==> src/rtl/bcd_display_rx_if.sv <==
// Signal bundle between the calculator's serial BCD display link and the
// display receiver: serial link inputs plus latched value, status pulses and display drive.
interface bcd_display_rx_if;
    logic        ser_tick;
    logic        data_en;
    logic        data;
    logic [15:0] bcd_value;
    logic        frame_valid;
    logic        frame_error;
    logic [6:0]  seg;
    logic [3:0]  an;

    modport master (
        output ser_tick,
        output data_en,
        output data,
        input  bcd_value,
        input  frame_valid,
        input  frame_error,
        input  seg,
        input  an
    );

    modport slave (
        input  ser_tick,
        input  data_en,
        input  data,
        output bcd_value,
        output frame_valid,
        output frame_error,
        output seg,
        output an
    );
endinterface

==> src/rtl/bcd_display_rx.sv <==
// Serial BCD display link receiver: deserialises 16-bit frames, flags aborted
// frames and drives a 4-digit multiplexed common-anode 7-segment display.
module bcd_display_rx #(
    parameter int REFRESH_COUNT = 12000,
    parameter bit BLANK_LEADING = 1'b1
) (
    input logic             clk,
    input logic             rst,
    bcd_display_rx_if.slave bus
);

    localparam int CW = (REFRESH_COUNT > 1) ? $clog2(REFRESH_COUNT) : 1;
    localparam logic [CW-1:0] REFRESH_LAST = CW'(REFRESH_COUNT - 1);

    typedef enum logic [1:0] {
        IDLE,
        RECV,
        HOLD
    } state_t;

    state_t      state_q, state_d;
    logic [14:0] shift_q, shift_d;
    logic [4:0]  count_q, count_d;
    logic [15:0] bcd_q, bcd_d;
    logic        valid_q, valid_d;
    logic        error_q, error_d;

    logic [CW-1:0] refresh_q, refresh_d;
    logic [1:0]    digit_q, digit_d;
    logic [3:0]    an_q, an_d;
    logic [6:0]    seg_q, seg_d;
    logic [3:0]    nibble;
    logic          blank;

    function automatic logic [6:0] decode(input logic [3:0] n);
        logic [6:0] pattern;
        case (n)
            4'd0:    pattern = 7'b1000000;
            4'd1:    pattern = 7'b1111001;
            4'd2:    pattern = 7'b0100100;
            4'd3:    pattern = 7'b0110000;
            4'd4:    pattern = 7'b0011001;
            4'd5:    pattern = 7'b0010010;
            4'd6:    pattern = 7'b0000010;
            4'd7:    pattern = 7'b1111000;
            4'd8:    pattern = 7'b0000000;
            4'd9:    pattern = 7'b0010000;
            default: pattern = 7'b0111111;
        endcase
        return pattern;
    endfunction

    always_comb begin
        state_d = state_q;
        shift_d = shift_q;
        count_d = count_q;
        bcd_d   = bcd_q;
        valid_d = 1'b0;
        error_d = 1'b0;
        case (state_q)
            IDLE: begin
                if (bus.data_en) begin
                    state_d = RECV;
                    count_d = 5'd0;
                    if (bus.ser_tick) begin
                        shift_d = {shift_q[13:0], bus.data};
                        count_d = 5'd1;
                    end
                end
            end
            RECV: begin
                // Envelope dropping before the 16th bit is an aborted frame.
                if (!bus.data_en) begin
                    error_d = 1'b1;
                    count_d = 5'd0;
                    state_d = IDLE;
                end else if (bus.ser_tick) begin
                    shift_d = {shift_q[13:0], bus.data};
                    count_d = count_q + 5'd1;
                    if (count_q == 5'd15) begin
                        bcd_d   = {shift_q, bus.data};
                        valid_d = 1'b1;
                        state_d = HOLD;
                    end
                end
            end
            HOLD: begin
                if (!bus.data_en) begin
                    state_d = IDLE;
                end
            end
            default: state_d = IDLE;
        endcase
    end

    always_ff @(posedge clk) begin
        if (rst) begin
            state_q <= IDLE;
            shift_q <= '0;
            count_q <= '0;
            bcd_q   <= '0;
            valid_q <= 1'b0;
            error_q <= 1'b0;
        end else begin
            state_q <= state_d;
            shift_q <= shift_d;
            count_q <= count_d;
            bcd_q   <= bcd_d;
            valid_q <= valid_d;
            error_q <= error_d;
        end
    end

    // Anode and segments are loaded together at slot start from the digit about
    // to be lit, so a new value only appears at the next slot and never ghosts.
    always_comb begin
        refresh_d = refresh_q + 1'b1;
        digit_d   = digit_q;
        an_d      = an_q;
        seg_d     = seg_q;
        nibble    = 4'd0;
        blank     = 1'b0;
        if (refresh_q == REFRESH_LAST) begin
            refresh_d = '0;
            digit_d   = digit_q + 2'd1;
            case (digit_d)
                2'd0: begin
                    nibble = bcd_q[3:0];
                    blank  = 1'b0;
                end
                2'd1: begin
                    nibble = bcd_q[7:4];
                    blank  = (bcd_q[15:4] == 12'd0);
                end
                2'd2: begin
                    nibble = bcd_q[11:8];
                    blank  = (bcd_q[15:8] == 8'd0);
                end
                default: begin
                    nibble = bcd_q[15:12];
                    blank  = (bcd_q[15:12] == 4'd0);
                end
            endcase
            an_d  = ~(4'b0001 << digit_d);
            seg_d = (blank && BLANK_LEADING) ? 7'b1111111 : decode(nibble);
        end
    end

    always_ff @(posedge clk) begin
        if (rst) begin
            refresh_q <= '0;
            digit_q   <= 2'd0;
            an_q      <= 4'b1110;
            seg_q     <= 7'b1000000;
        end else begin
            refresh_q <= refresh_d;
            digit_q   <= digit_d;
            an_q      <= an_d;
            seg_q     <= seg_d;
        end
    end

    assign bus.bcd_value   = bcd_q;
    assign bus.frame_valid = valid_q;
    assign bus.frame_error = error_q;
    assign bus.seg         = seg_q;
    assign bus.an          = an_q;

endmodule

==> src/flat_wrapper.sv <==
// flat-port wrapper written by rule: the top's interface ports become plain ports
module bcd_display_rx_flat 
#(
    parameter int REFRESH_COUNT = 12000,
    parameter bit BLANK_LEADING = 1'b1
)
  (clk, rst, bus_ser_tick, bus_data_en, bus_data, bus_bcd_value, bus_frame_valid, bus_frame_error, bus_seg, bus_an);
  bcd_display_rx_if bus_i ();
  input logic clk;
  input logic rst;
  input wire logic [$bits(bus_i.ser_tick)-1:0] bus_ser_tick;
  input wire logic [$bits(bus_i.data_en)-1:0] bus_data_en;
  input wire logic [$bits(bus_i.data)-1:0] bus_data;
  output wire logic [$bits(bus_i.bcd_value)-1:0] bus_bcd_value;
  output wire logic [$bits(bus_i.frame_valid)-1:0] bus_frame_valid;
  output wire logic [$bits(bus_i.frame_error)-1:0] bus_frame_error;
  output wire logic [$bits(bus_i.seg)-1:0] bus_seg;
  output wire logic [$bits(bus_i.an)-1:0] bus_an;
  assign bus_i.ser_tick = bus_ser_tick;
  assign bus_i.data_en = bus_data_en;
  assign bus_i.data = bus_data;
  assign bus_bcd_value = bus_i.bcd_value;
  assign bus_frame_valid = bus_i.frame_valid;
  assign bus_frame_error = bus_i.frame_error;
  assign bus_seg = bus_i.seg;
  assign bus_an = bus_i.an;
  bcd_display_rx #(.REFRESH_COUNT(REFRESH_COUNT), .BLANK_LEADING(BLANK_LEADING)) u_core (.clk(clk), .rst(rst), .bus(bus_i));
endmodule
==> config.mk <==
export PLATFORM = sky130hd
export DESIGN_NAME = bcd_display_rx_flat
export DESIGN_NICKNAME = d
export VERILOG_FILES = /design/src/rtl/bcd_display_rx_if.sv /design/src/rtl/bcd_display_rx.sv /design/src/flat_wrapper.sv
export SDC_FILE = /design/constraint.sdc
export NUM_CORES = 1
export LEC_CHECK = 0
export ABC_AREA = 0
export BUFFER_PORTS_ARGS = -buffer_cell sky130_fd_sc_hd__buf_4
export CAP_MARGIN = 20
export CORE_MARGIN = 2
export CORE_UTILIZATION = 45
export CTS_CLUSTER_SIZE = 24
export DETAILED_ROUTE_END_ITERATION = 10
export PLACE_DENSITY = 0.71
export SETUP_SLACK_MARGIN = 0.2
export SLEW_MARGIN = 15
export SYNTH_ARGS = -nofsm -noshare
export SYNTH_HDL_FRONTEND = slang
export SYNTH_SLANG_ARGS = --single-unit
==> constraint.sdc <==
create_clock -name clk -period 6.9 [get_ports clk]
set_input_delay 0.69 -clock clk [delete_from_list [all_inputs] [get_ports clk]]
set_output_delay 0.69 -clock clk [all_outputs]
set_load 0.02 [all_outputs]
==> impl_metrics.env <==
export IMPL_setup_viol=0
export IMPL_cts_tree="built"
export IMPL_diodes=0
export IMPL_hold_viol=0
export IMPL_start_util_pct=45.8
export IMPL_slew_limit_headroom_pct=51.0
export IMPL_grt_overflow=0
export IMPL_whs_ns=0.455
export IMPL_cts_buffer_depth=2
export IMPL_die_area_um2=7050
export IMPL_via_per_inst=5.23
export IMPL_syn_inst=341
export IMPL_drv_cap=0
export IMPL_slowest_stage="or3_2"
export IMPL_p_leak_nw=1.24
export IMPL_grt_pass1_wl_mm=9.94
export IMPL_cp_end_kind="flip-flop"
export IMPL_fin_crit_ns=2.47
export IMPL_rows=29
export IMPL_crit_fanout=6
export IMPL_max_stage_delay_ns=0.48
export IMPL_crit_path_end="u_core.bus.seg[3]"
export IMPL_placed_area_um2=3130
export IMPL_grt_max_degree=53
export IMPL_clock_sinks=67
export IMPL_cts_resized_gates=0
export IMPL_tns_ns=0
export IMPL_gp_congestion=0.864
export IMPL_synth_top_area_cell="dfxtp_1"
export IMPL_hold_buffers=0
export IMPL_post_route_cell_area_um2=3340
export IMPL_cts_made_buffers=9
export IMPL_clk_pin_slew_ns=0.08
export IMPL_arrival_ns=2.74
export IMPL_root_buffer="clkbuf_8"
export IMPL_nFillCells=595
export IMPL_slew_violations=0
export IMPL_yosysMostFrequentCell="nand2_1"
export IMPL_nNetsFinal=381
export IMPL_ir_worst_vdd_mv=0.150
export IMPL_pwr_density_cell_nw_per_um2=226
export IMPL_drc=0
export IMPL_cp_top_family="compound AO/OA/AOI/OAI gates"
export IMPL_die_x_um=84.0
export IMPL_status="complete, no violations"
export IMPL_netlist_area_um2=2880
export IMPL_cp_startpoint="u_core.digit_q[0]"
export IMPL_grt_pass1_vias=2179
export IMPL_fmax_ghz=0.405
export IMPL_r2r_slack_ns=4.43
export IMPL_cp_cell_sequence="inv_1 > ha_1 > a222oi_1 > mux2_2 > ha_1 > or3_2 > a211oi_2"
export IMPL_yosysSeqAreaShare_pct=46.6
export IMPL_synth_nets=357
export IMPL_postCtsSetupBuffers=0
export IMPL_synthTopCellsByCount="nand2_1 (76), dfxtp_1 (67), nor2_1 (39)"
export IMPL_r2r_end="u_core.bus.seg[3]"
export IMPL_dp_hpwl_mm=4.10
export IMPL_ys_types=42
export IMPL_cp_depth=7
export IMPL_crit_type="flip-flop to flip-flop"
export IMPL_wl_mm=5.94
export IMPL_worst_r2r_path_depth=7
export IMPL_hp_class="flip-flop to flip-flop"
export IMPL_dpl_worst_slack_ns=4.33
export IMPL_num_vias=2338
export IMPL_clock_latency_ns=0.35
export IMPL_avgRoutedWirePerCell_um=13.3
export IMPL_worstMarginPinSlew_ns=0.732
export IMPL_final_setup_skew_ns=0.00915
export IMPL_crit_required_ns=7.17
export IMPL_synth_area_per_cell_um2=8.44
export IMPL_synth_edf_count=0
export IMPL_synth_flop_cell="dfxtp_1"
export IMPL_synth_area_top_cells="dfxtp_1 (47%), nand2_1 (9.9%), a21oi_1 (5.7%), nor2_1 (5.1%), ha_1 (4.8%)"
export IMPL_fin_crit_sh_pct=35.8
export IMPL_start_kind="flip-flop"
export IMPL_yosysWarnings=0
export IMPL_ant_nets=0
export IMPL_hp_start="u_core.refresh_q[0]"
export IMPL_synth_seq_cells=67
export IMPL_drive_gt1_share_pct=15.4
export IMPL_core_area_um2=6280
export IMPL_path_common_cell="ha_1"
export IMPL_path_buf_inv=1
export IMPL_drt_iter0_drc=90
export IMPL_post_synth_top_area_fraction_pct=46.6
export IMPL_areaGrowthSynthToFinish_pct=16.2
export IMPL_track_usage_pct=17.5
export IMPL_r2r_start="u_core.digit_q[0]"
export IMPL_fin_ws_ns=4.43
export IMPL_dr_pass1_iters=4
export IMPL_ios=34
export IMPL_port_buffers=33
export IMPL_h_tree_depth=3
export IMPL_rsz0062_at_grt="false"
export IMPL_antenna_found_initial=0
export IMPL_postSynth_asyncResetShare_pct=0
export IMPL_die_h_um=84.0
how the worst min path moves through the flow:
stage                                     to  slack [ns]  cells past startpoint
floorplan                u_core.refresh_q[0]        0.42                      1
finish                   u_core.refresh_q[0]        0.46                      1
global route        u_core.bus.bcd_value[15]        0.47                      2
detailed placement  u_core.bus.bcd_value[15]        0.44                      2
CTS                      u_core.refresh_q[0]        0.46                      1
global placement         u_core.refresh_q[0]        0.43                      1
metal layers:
metal / global-route usage, % / up-vias / share of wire (%)
li1: - / 1199 / -
met1: 21.8 / 1097 / 46
met2: 28.4 / 28 / 49
met3: 3.86 / 14 / 2.4
met4: 8.65 / 0 / 1.9
met5: 0 / - / 0
worst reg2reg max path, stage by stage, from the launching register on:
cell	delay (ns)
dfxtp_1	0.40
inv_1	0.10
ha_1	0.29
a222oi_1	0.37
mux2_2	0.29
ha_1	0.26
or3_2	0.48
a211oi_2	0.21
sequential cells by signal, indices dropped and copies added, names as in the netlist:
| signal | cells |
|---|---|
| u_core.shift_q | 15 |
| u_core.bus.frame_valid | 1 |
| u_core.bus.frame_error | 1 |
| u_core.bus.seg | 7 |
| u_core.state_q | 2 |
| u_core.count_q | 5 |
| u_core.digit_q | 2 |
| u_core.refresh_q | 14 |
| u_core.bus.bcd_value | 16 |
| u_core.bus.an | 4 |
logic make-up after synthesis:
logic type	share of synthesized area, %
xor+xnor	4.87
fa+ha+maj	4.78
simple gates	22.3
compound gates	14.1
mux	2.57
buf+inv	4.78
flops	46.6
cell usage in the layout, fill, tap and decap left out, types with 2 or more instances in the layout:
cell type and n:
a211oi_1 7, nand2_1 76, nor3b_1 2, nor4b_1 2, o21ai_0 4, and3_1 4, a311oi_1 2, a211oi_2 2
inv_6 4, mux2i_1 4, nand4_1 3, nor2_1 39, xnor2_1 10, a222oi_1 4, dfxtp_1 67, a21oi_1 33
clkbuf_8 9, inv_1 12, ha_1 11, mux2_2 3, nand3_1 6, buf_4 33, nor4_1 4, nor3_1 2
a211o_1 3, xor2_1 6
area by class of cell:
type                            count  area (um^2)  area share, %
Clock buffer                        9          124           3.71
Multi-Input combinational cell    242         1410           42.1
Tap cell                           77         96.3           2.88
Sequential cell                    67         1340           40.1
Clock inverter                      7         81.3           2.43
Inverter                           12         45.0           1.35
Timing Repair Buffer               33          248           7.41
per-stage QoR:
step | instances | total power (W) | utilization [%]
floorplan | 341 | 0.000418 | -
global placement | 431 | 0.000422 | 49.8
finish | 447 | 0.000755 | 53.2
CTS | 447 | 0.000760 | 53.1
detailed placement | 431 | 0.000423 | 49.8
global route | 447 | 0.000782 | 53.2
report_power, final:
group / internal [W] / switching [W]
registers: 0.000390 / 0.00000313
logic: 0.00000676 / 0.0000143
clock network: 0.000173 / 0.000169
Power figures use the tool's default switching activity.
